==> src/rtl/axi_lite_arbiter_2to1.sv <==
// axi_lite_arbiter_2to1
//   Arbitrates two AXI4-Lite masters (slave ports s0/s1) onto one shared
//   AXI4-Lite slave (master port m). One transaction is in flight at a time.
//   Contended IDLE cycles are resolved round-robin against the last grant.
//   Within one port, a write (AW+W both valid) wins over a read.
//
// Ports
//   aclk, areset      : clock, synchronous active-high reset
//   sN_axi_aw*/w*/b*  : write address/data/response channels of slave port N
//   sN_axi_ar*/r*     : read address/data channels of slave port N
//   m_axi_*           : mirrored channel set towards the shared slave
module axi_lite_arbiter_2to1 #(
    parameter int ADDR_WIDTH = 4
) (
    input  logic                  aclk,
    input  logic                  areset,
    // slave port 0
    input  logic [ADDR_WIDTH-1:0] s0_axi_awaddr,
    input  logic [2:0]            s0_axi_awprot,
    input  logic                  s0_axi_awvalid,
    output logic                  s0_axi_awready,
    input  logic [31:0]           s0_axi_wdata,
    input  logic [3:0]            s0_axi_wstrb,
    input  logic                  s0_axi_wvalid,
    output logic                  s0_axi_wready,
    output logic [1:0]            s0_axi_bresp,
    output logic                  s0_axi_bvalid,
    input  logic                  s0_axi_bready,
    input  logic [ADDR_WIDTH-1:0] s0_axi_araddr,
    input  logic [2:0]            s0_axi_arprot,
    input  logic                  s0_axi_arvalid,
    output logic                  s0_axi_arready,
    output logic [31:0]           s0_axi_rdata,
    output logic [1:0]            s0_axi_rresp,
    output logic                  s0_axi_rvalid,
    input  logic                  s0_axi_rready,
    // slave port 1
    input  logic [ADDR_WIDTH-1:0] s1_axi_awaddr,
    input  logic [2:0]            s1_axi_awprot,
    input  logic                  s1_axi_awvalid,
    output logic                  s1_axi_awready,
    input  logic [31:0]           s1_axi_wdata,
    input  logic [3:0]            s1_axi_wstrb,
    input  logic                  s1_axi_wvalid,
    output logic                  s1_axi_wready,
    output logic [1:0]            s1_axi_bresp,
    output logic                  s1_axi_bvalid,
    input  logic                  s1_axi_bready,
    input  logic [ADDR_WIDTH-1:0] s1_axi_araddr,
    input  logic [2:0]            s1_axi_arprot,
    input  logic                  s1_axi_arvalid,
    output logic                  s1_axi_arready,
    output logic [31:0]           s1_axi_rdata,
    output logic [1:0]            s1_axi_rresp,
    output logic                  s1_axi_rvalid,
    input  logic                  s1_axi_rready,
    // master port
    output logic [ADDR_WIDTH-1:0] m_axi_awaddr,
    output logic [2:0]            m_axi_awprot,
    output logic                  m_axi_awvalid,
    input  logic                  m_axi_awready,
    output logic [31:0]           m_axi_wdata,
    output logic [3:0]            m_axi_wstrb,
    output logic                  m_axi_wvalid,
    input  logic                  m_axi_wready,
    input  logic [1:0]            m_axi_bresp,
    input  logic                  m_axi_bvalid,
    output logic                  m_axi_bready,
    output logic [ADDR_WIDTH-1:0] m_axi_araddr,
    output logic [2:0]            m_axi_arprot,
    output logic                  m_axi_arvalid,
    input  logic                  m_axi_arready,
    input  logic [31:0]           m_axi_rdata,
    input  logic [1:0]            m_axi_rresp,
    input  logic                  m_axi_rvalid,
    output logic                  m_axi_rready
);

    typedef enum logic [2:0] {
        IDLE,
        WR,
        WB,
        RD,
        RR
    } state_t;

    state_t r_state, w_state_nxt;
    logic   r_g, w_g_nxt;
    logic   r_lg, w_lg_nxt;
    logic   r_aw_done, w_aw_done_nxt;
    logic   r_w_done, w_w_done_nxt;

    logic   w_wr0, w_wr1, w_req0, w_req1, w_pick;
    logic   w_aw_hs, w_w_hs, w_aw_fin, w_w_fin;

    assign w_wr0  = s0_axi_awvalid & s0_axi_wvalid;
    assign w_wr1  = s1_axi_awvalid & s1_axi_wvalid;
    assign w_req0 = w_wr0 | s0_axi_arvalid;
    assign w_req1 = w_wr1 | s1_axi_arvalid;
    // Under contention the port that did not win last time is chosen.
    assign w_pick = (w_req0 && w_req1) ? ~r_lg : w_req1;

    assign w_aw_hs  = m_axi_awvalid & m_axi_awready;
    assign w_w_hs   = m_axi_wvalid & m_axi_wready;
    assign w_aw_fin = r_aw_done | w_aw_hs;
    assign w_w_fin  = r_w_done | w_w_hs;

    always_ff @(posedge aclk) begin
        if (areset) begin
            r_state   <= IDLE;
            r_g       <= 1'b0;
            r_lg      <= 1'b1;
            r_aw_done <= 1'b0;
            r_w_done  <= 1'b0;
        end else begin
            r_state   <= w_state_nxt;
            r_g       <= w_g_nxt;
            r_lg      <= w_lg_nxt;
            r_aw_done <= w_aw_done_nxt;
            r_w_done  <= w_w_done_nxt;
        end
    end

    // Next-state logic
    always_comb begin
        w_state_nxt   = r_state;
        w_g_nxt       = r_g;
        w_lg_nxt      = r_lg;
        w_aw_done_nxt = r_aw_done;
        w_w_done_nxt  = r_w_done;
        case (r_state)
            IDLE: begin
                if (w_req0 || w_req1) begin
                    w_g_nxt     = w_pick;
                    w_lg_nxt    = w_pick;
                    w_state_nxt = (w_pick ? w_wr1 : w_wr0) ? WR : RD;
                end
            end
            WR: begin
                if (w_aw_fin && w_w_fin) begin
                    w_state_nxt   = WB;
                    w_aw_done_nxt = 1'b0;
                    w_w_done_nxt  = 1'b0;
                end else begin
                    w_aw_done_nxt = w_aw_fin;
                    w_w_done_nxt  = w_w_fin;
                end
            end
            WB: if (m_axi_bvalid && m_axi_bready) w_state_nxt = IDLE;
            RD: if (m_axi_arvalid && m_axi_arready) w_state_nxt = RR;
            RR: if (m_axi_rvalid && m_axi_rready) w_state_nxt = IDLE;
            default: w_state_nxt = IDLE;
        endcase
    end

    // Channel routing; everything not explicitly forwarded stays at 0.
    always_comb begin
        m_axi_awaddr   = '0;
        m_axi_awprot   = '0;
        m_axi_awvalid  = 1'b0;
        m_axi_wdata    = '0;
        m_axi_wstrb    = '0;
        m_axi_wvalid   = 1'b0;
        m_axi_bready   = 1'b0;
        m_axi_araddr   = '0;
        m_axi_arprot   = '0;
        m_axi_arvalid  = 1'b0;
        m_axi_rready   = 1'b0;
        s0_axi_awready = 1'b0;
        s0_axi_wready  = 1'b0;
        s0_axi_bresp   = '0;
        s0_axi_bvalid  = 1'b0;
        s0_axi_arready = 1'b0;
        s0_axi_rdata   = '0;
        s0_axi_rresp   = '0;
        s0_axi_rvalid  = 1'b0;
        s1_axi_awready = 1'b0;
        s1_axi_wready  = 1'b0;
        s1_axi_bresp   = '0;
        s1_axi_bvalid  = 1'b0;
        s1_axi_arready = 1'b0;
        s1_axi_rdata   = '0;
        s1_axi_rresp   = '0;
        s1_axi_rvalid  = 1'b0;
        case (r_state)
            WR: begin
                m_axi_awaddr = r_g ? s1_axi_awaddr : s0_axi_awaddr;
                m_axi_awprot = r_g ? s1_axi_awprot : s0_axi_awprot;
                m_axi_wdata  = r_g ? s1_axi_wdata  : s0_axi_wdata;
                m_axi_wstrb  = r_g ? s1_axi_wstrb  : s0_axi_wstrb;
                // A finished channel is masked on both sides so neither the
                // slave nor the master can see a second handshake on it.
                m_axi_awvalid = ~r_aw_done & (r_g ? s1_axi_awvalid : s0_axi_awvalid);
                m_axi_wvalid  = ~r_w_done  & (r_g ? s1_axi_wvalid  : s0_axi_wvalid);
                if (r_g) begin
                    s1_axi_awready = m_axi_awready & ~r_aw_done;
                    s1_axi_wready  = m_axi_wready  & ~r_w_done;
                end else begin
                    s0_axi_awready = m_axi_awready & ~r_aw_done;
                    s0_axi_wready  = m_axi_wready  & ~r_w_done;
                end
            end
            WB: begin
                m_axi_bready = r_g ? s1_axi_bready : s0_axi_bready;
                if (r_g) begin
                    s1_axi_bvalid = m_axi_bvalid;
                    s1_axi_bresp  = m_axi_bresp;
                end else begin
                    s0_axi_bvalid = m_axi_bvalid;
                    s0_axi_bresp  = m_axi_bresp;
                end
            end
            RD: begin
                m_axi_araddr  = r_g ? s1_axi_araddr  : s0_axi_araddr;
                m_axi_arprot  = r_g ? s1_axi_arprot  : s0_axi_arprot;
                m_axi_arvalid = r_g ? s1_axi_arvalid : s0_axi_arvalid;
                if (r_g) s1_axi_arready = m_axi_arready;
                else     s0_axi_arready = m_axi_arready;
            end
            RR: begin
                m_axi_rready = r_g ? s1_axi_rready : s0_axi_rready;
                if (r_g) begin
                    s1_axi_rvalid = m_axi_rvalid;
                    s1_axi_rdata  = m_axi_rdata;
                    s1_axi_rresp  = m_axi_rresp;
                end else begin
                    s0_axi_rvalid = m_axi_rvalid;
                    s0_axi_rdata  = m_axi_rdata;
                    s0_axi_rresp  = m_axi_rresp;
                end
            end
            default: ;
        endcase
    end

endmodule

==> config.mk <==
export PLATFORM = sky130hd
export DESIGN_NAME = axi_lite_arbiter_2to1
export DESIGN_NICKNAME = d
export VERILOG_FILES = /design/src/rtl/axi_lite_arbiter_2to1.sv
export SDC_FILE = /design/constraint.sdc
export NUM_CORES = 1
export LEC_CHECK = 0
export ABC_AREA = 1
export ABC_CLOCK_PERIOD_IN_PS = 1760
export BUFFER_PORTS_ARGS = -buffer_cell sky130_fd_sc_hd__buf_4
export CORE_AREA = 4 4 112 114
export DETAILED_ROUTE_END_ITERATION = 10
export DIE_AREA = 0 0 116 118
export GPL_ROUTABILITY_DRIVEN = 0
export SYNTH_ARGS = -nofsm -noshare
export SYNTH_HDL_FRONTEND = slang
export SYNTH_SLANG_ARGS = --single-unit
==> constraint.sdc <==
create_clock -name aclk -period 1.76 [get_ports aclk]
set_input_delay 0.352 -clock aclk [delete_from_list [all_inputs] [get_ports aclk]]
set_output_delay 0.352 -clock aclk [all_outputs]
set_load 0.005 [all_outputs]
==> flow_metrics.env <==
export IMPL_avgViaCountPerCell=4.102
export IMPL_hold_viol_final=0
export IMPL_antenna_found_initial=0
export IMPL_fin_nets=855
export IMPL_ys_types=20
export IMPL_rsz0062_at_grt="true"
export IMPL_max_clock_freq_mhz=584.4
export IMPL_grt_pass1_vias=3176
export IMPL_die_x_um=116
export IMPL_drv_slew=0
export IMPL_drive_gt1_share_pct=48.64
export IMPL_io_pins=290
export IMPL_worstSetupPathType="flop to output pin"
export IMPL_clock_latency_ns=0.23
export IMPL_coreArea_mm2=0.01142
export IMPL_vias=3462
export IMPL_hpwl_um=9325
export IMPL_startpoint="r_state[0]"
export IMPL_max_vdd_ir_drop_mv=0.5040
export IMPL_drv_cap=0
export IMPL_p_leak_nw=2.720
export IMPL_netlist_instances=415
export IMPL_crit_cells=5
export IMPL_clkTransAtPathRegs_ns=0.04
export IMPL_relSlewSlack_pct=83.02
export IMPL_grt_max_degree=46
export IMPL_synthFlopType="dfxtp_1"
export IMPL_path_delay_family="simple AND/OR/NAND/NOR gates"
export IMPL_crit_path_end_kind="output pin"
export IMPL_ys_ff_latch=7
export IMPL_critPathSlowestCell="dfxtp_4"
export IMPL_worstPathArrival_ns=1.36
export IMPL_htreeDepth=1
export IMPL_drt_wl_total_um=11440
export IMPL_holdCritPathClass="primary input to flop"
export IMPL_reg2reg_from="r_g"
export IMPL_crit_chain="nor3_4 > nand2_2 > buf_12 > nor2_1 > buf_4"
export IMPL_grt_util_all_layers_pct=14.88
export IMPL_port_buffers=289
export IMPL_ff2ff_path_depth=11
export IMPL_yosysMostFrequentCell="nand2_1"
export IMPL_die_y_um=118
export IMPL_drt_iter0_drc=160
export IMPL_seq_area_um2=152.6
export IMPL_tightestPinTransition_ns=0.2521
export IMPL_wl_per_cell_um=13.56
export IMPL_syn2layout_area_growth_pct=145.1
export IMPL_finalSetupViolCount=0
export IMPL_holdWs_ns=0.3078
export IMPL_clock_skew_ns=0.001050
export IMPL_critPathLaunchType="flop"
export IMPL_final_fill_count=1262
export IMPL_yosys_top_cells_count="nand2_1, nor2_1, inv_1, a21oi_1, buf_2"
export IMPL_drc=0
export IMPL_status="complete, no violations"
export IMPL_worstPathRequired_ns=1.41
export IMPL_ant_nets=0
export IMPL_synth_edf_count=0
export IMPL_crit_fanout=35
export IMPL_synth_top_area_share_pct=32.48
export IMPL_cts_tree="built"
export IMPL_synthArstFlopShare_pct=0
export IMPL_ys_seq_area_share_pct=7.724
export IMPL_crit_buf_inv=2
export IMPL_clock_sinks=7
export IMPL_synth_nets=568
export IMPL_antenna_cells=0
export IMPL_clock_path_buffers=2
export IMPL_clock_root_buffer="clkbuf_16"
export IMPL_max_stage_delay_ns=0.38
export IMPL_avgSynthCellArea_um2=4.372
export IMPL_worstReg2RegEnd="r_state[0]"
export IMPL_yosys_top_cells_area="nand2_1, nor2_1, a21oi_1, inv_1, dfxtp_1"
export IMPL_synth_top_cell_by_area="nand2_1"
export IMPL_grt_ovfl_total=0
export IMPL_multi_input_area_mm2=0.001398
export IMPL_p_per_area_mw_per_mm2=631.9
export IMPL_grt_pass1_wl_um=16720
export IMPL_die_area_mm2=0.01369
export IMPL_fin_crit_sh_pct=97.22
export IMPL_first_pass_iters=4
export IMPL_synth_yosys_warnings=0
export IMPL_period_needed_ns=1.711
export IMPL_crit_path_end="s1_axi_rdata[10]"
export IMPL_rrSetupSlack_ns=0.26
export IMPL_syn_area_mm2=0.001814
export IMPL_power_w=0.002810
export IMPL_initial_core_util_pct=15.89
export IMPL_cts_inserted_buffers=3
export IMPL_num_rows=39
## metrics by stage
stage               setup WS [ns]  cells  setup TNS, ns  area (um^2)  util (%)
finish                    0.04893    844              0         4447     38.94
floorplan                  0.2873    415              0         1814         -
detailed placement         0.2084    835              0         4209     36.86
global placement           0.2153    835              0         4209     36.86
global route             -0.03591    844        -0.8581         4447     38.94
CTS                       0.01502    839              0         4309     37.74
## flip-flops by register name (all words and copies together) (netlist names)
| name | cells |
|---|---|
| r_w_done | 1 |
| r_lg | 1 |
| r_state | 3 |
| r_aw_done | 1 |
| r_g | 1 |
## repair_timing
item,CTS,global route
gates resized for setup,7,28
cloned,0,1
pin swaps,0,2
endpoints found under the setup margin,108,113
setup buffers,0,4
hold buffers,0,0
## logic make-up after synthesis
family	Yosys count	share of synthesized area (%)
and+or+nand+nor	265	57.52
buffers and inverters	90	19.86
AOI/OAI and AO/OA	53	14.90
DFF	7	7.724
## worst min-delay path by stage
stage | startpoint | to | slack [ns] | cells past startpoint
4_1_cts | areset | r_g | 0.31 | 2
5_1_grt | areset | r_g | 0.32 | 2
2_1_floorplan | areset | r_g | 0.42 | 1
3_3_place_gp | r_lg | r_lg | 0.45 | 2
6_report | areset | r_g | 0.31 | 2
3_5_place_dp | r_lg | r_lg | 0.45 | 2
## per-layer routing
metal	GRT usage [%]	share of wire, %	vias up
met5	0	0	-
met1	17.68	37	1486
met2	28.20	53	157
li1	-	-	1812
met4	1.813	0.53	0
met3	2.365	9.4	7
## power breakdown
part,internal (W),total (W),switching [W]
sequential,0.000209,0.000281,0.0000720
combinational,0.00104,0.00213,0.00109
clock,0.000302,0.000396,0.0000936
total,0.00155,0.00281,0.00126
## layout by cell type, fill, tap and decap left out
cell type  netlist  final
and3_1           1      1
nor3_1          12      9
dfxtp_2          0      1
nor2_4           1      1
a21oi_1         48     48
nor2_2           0     12
nand2_1        157    154
nor3_2           2      2
dfxtp_4          0      3
o21ai_0          2      2
inv_2            3      3
buf_4            1    299
clkbuf_16        0      4
nand3_1          7      6
nor2_1          84     72
o211ai_1         1      1
o21ai_1          1      1
clkbuf_1         6      1
buf_6            0      1
buf_12           0      5
nor3_4           0      3
inv_8            0      1
or2_2            1      1
inv_1           63     61
nand2_2          0      3
nand3_4          0      1
inv_4            0      1
dfxtp_1          7      3
a21boi_1         1      1
## area by class of cell
class	count	area share [%]
multi-input combinational	318	31.43
sequential	7	3.433
inverter	66	5.796
tap	143	4.024
clock buffer	4	1.773
timing repair buffer	306	53.55
Power figures use the tool's default switching activity.
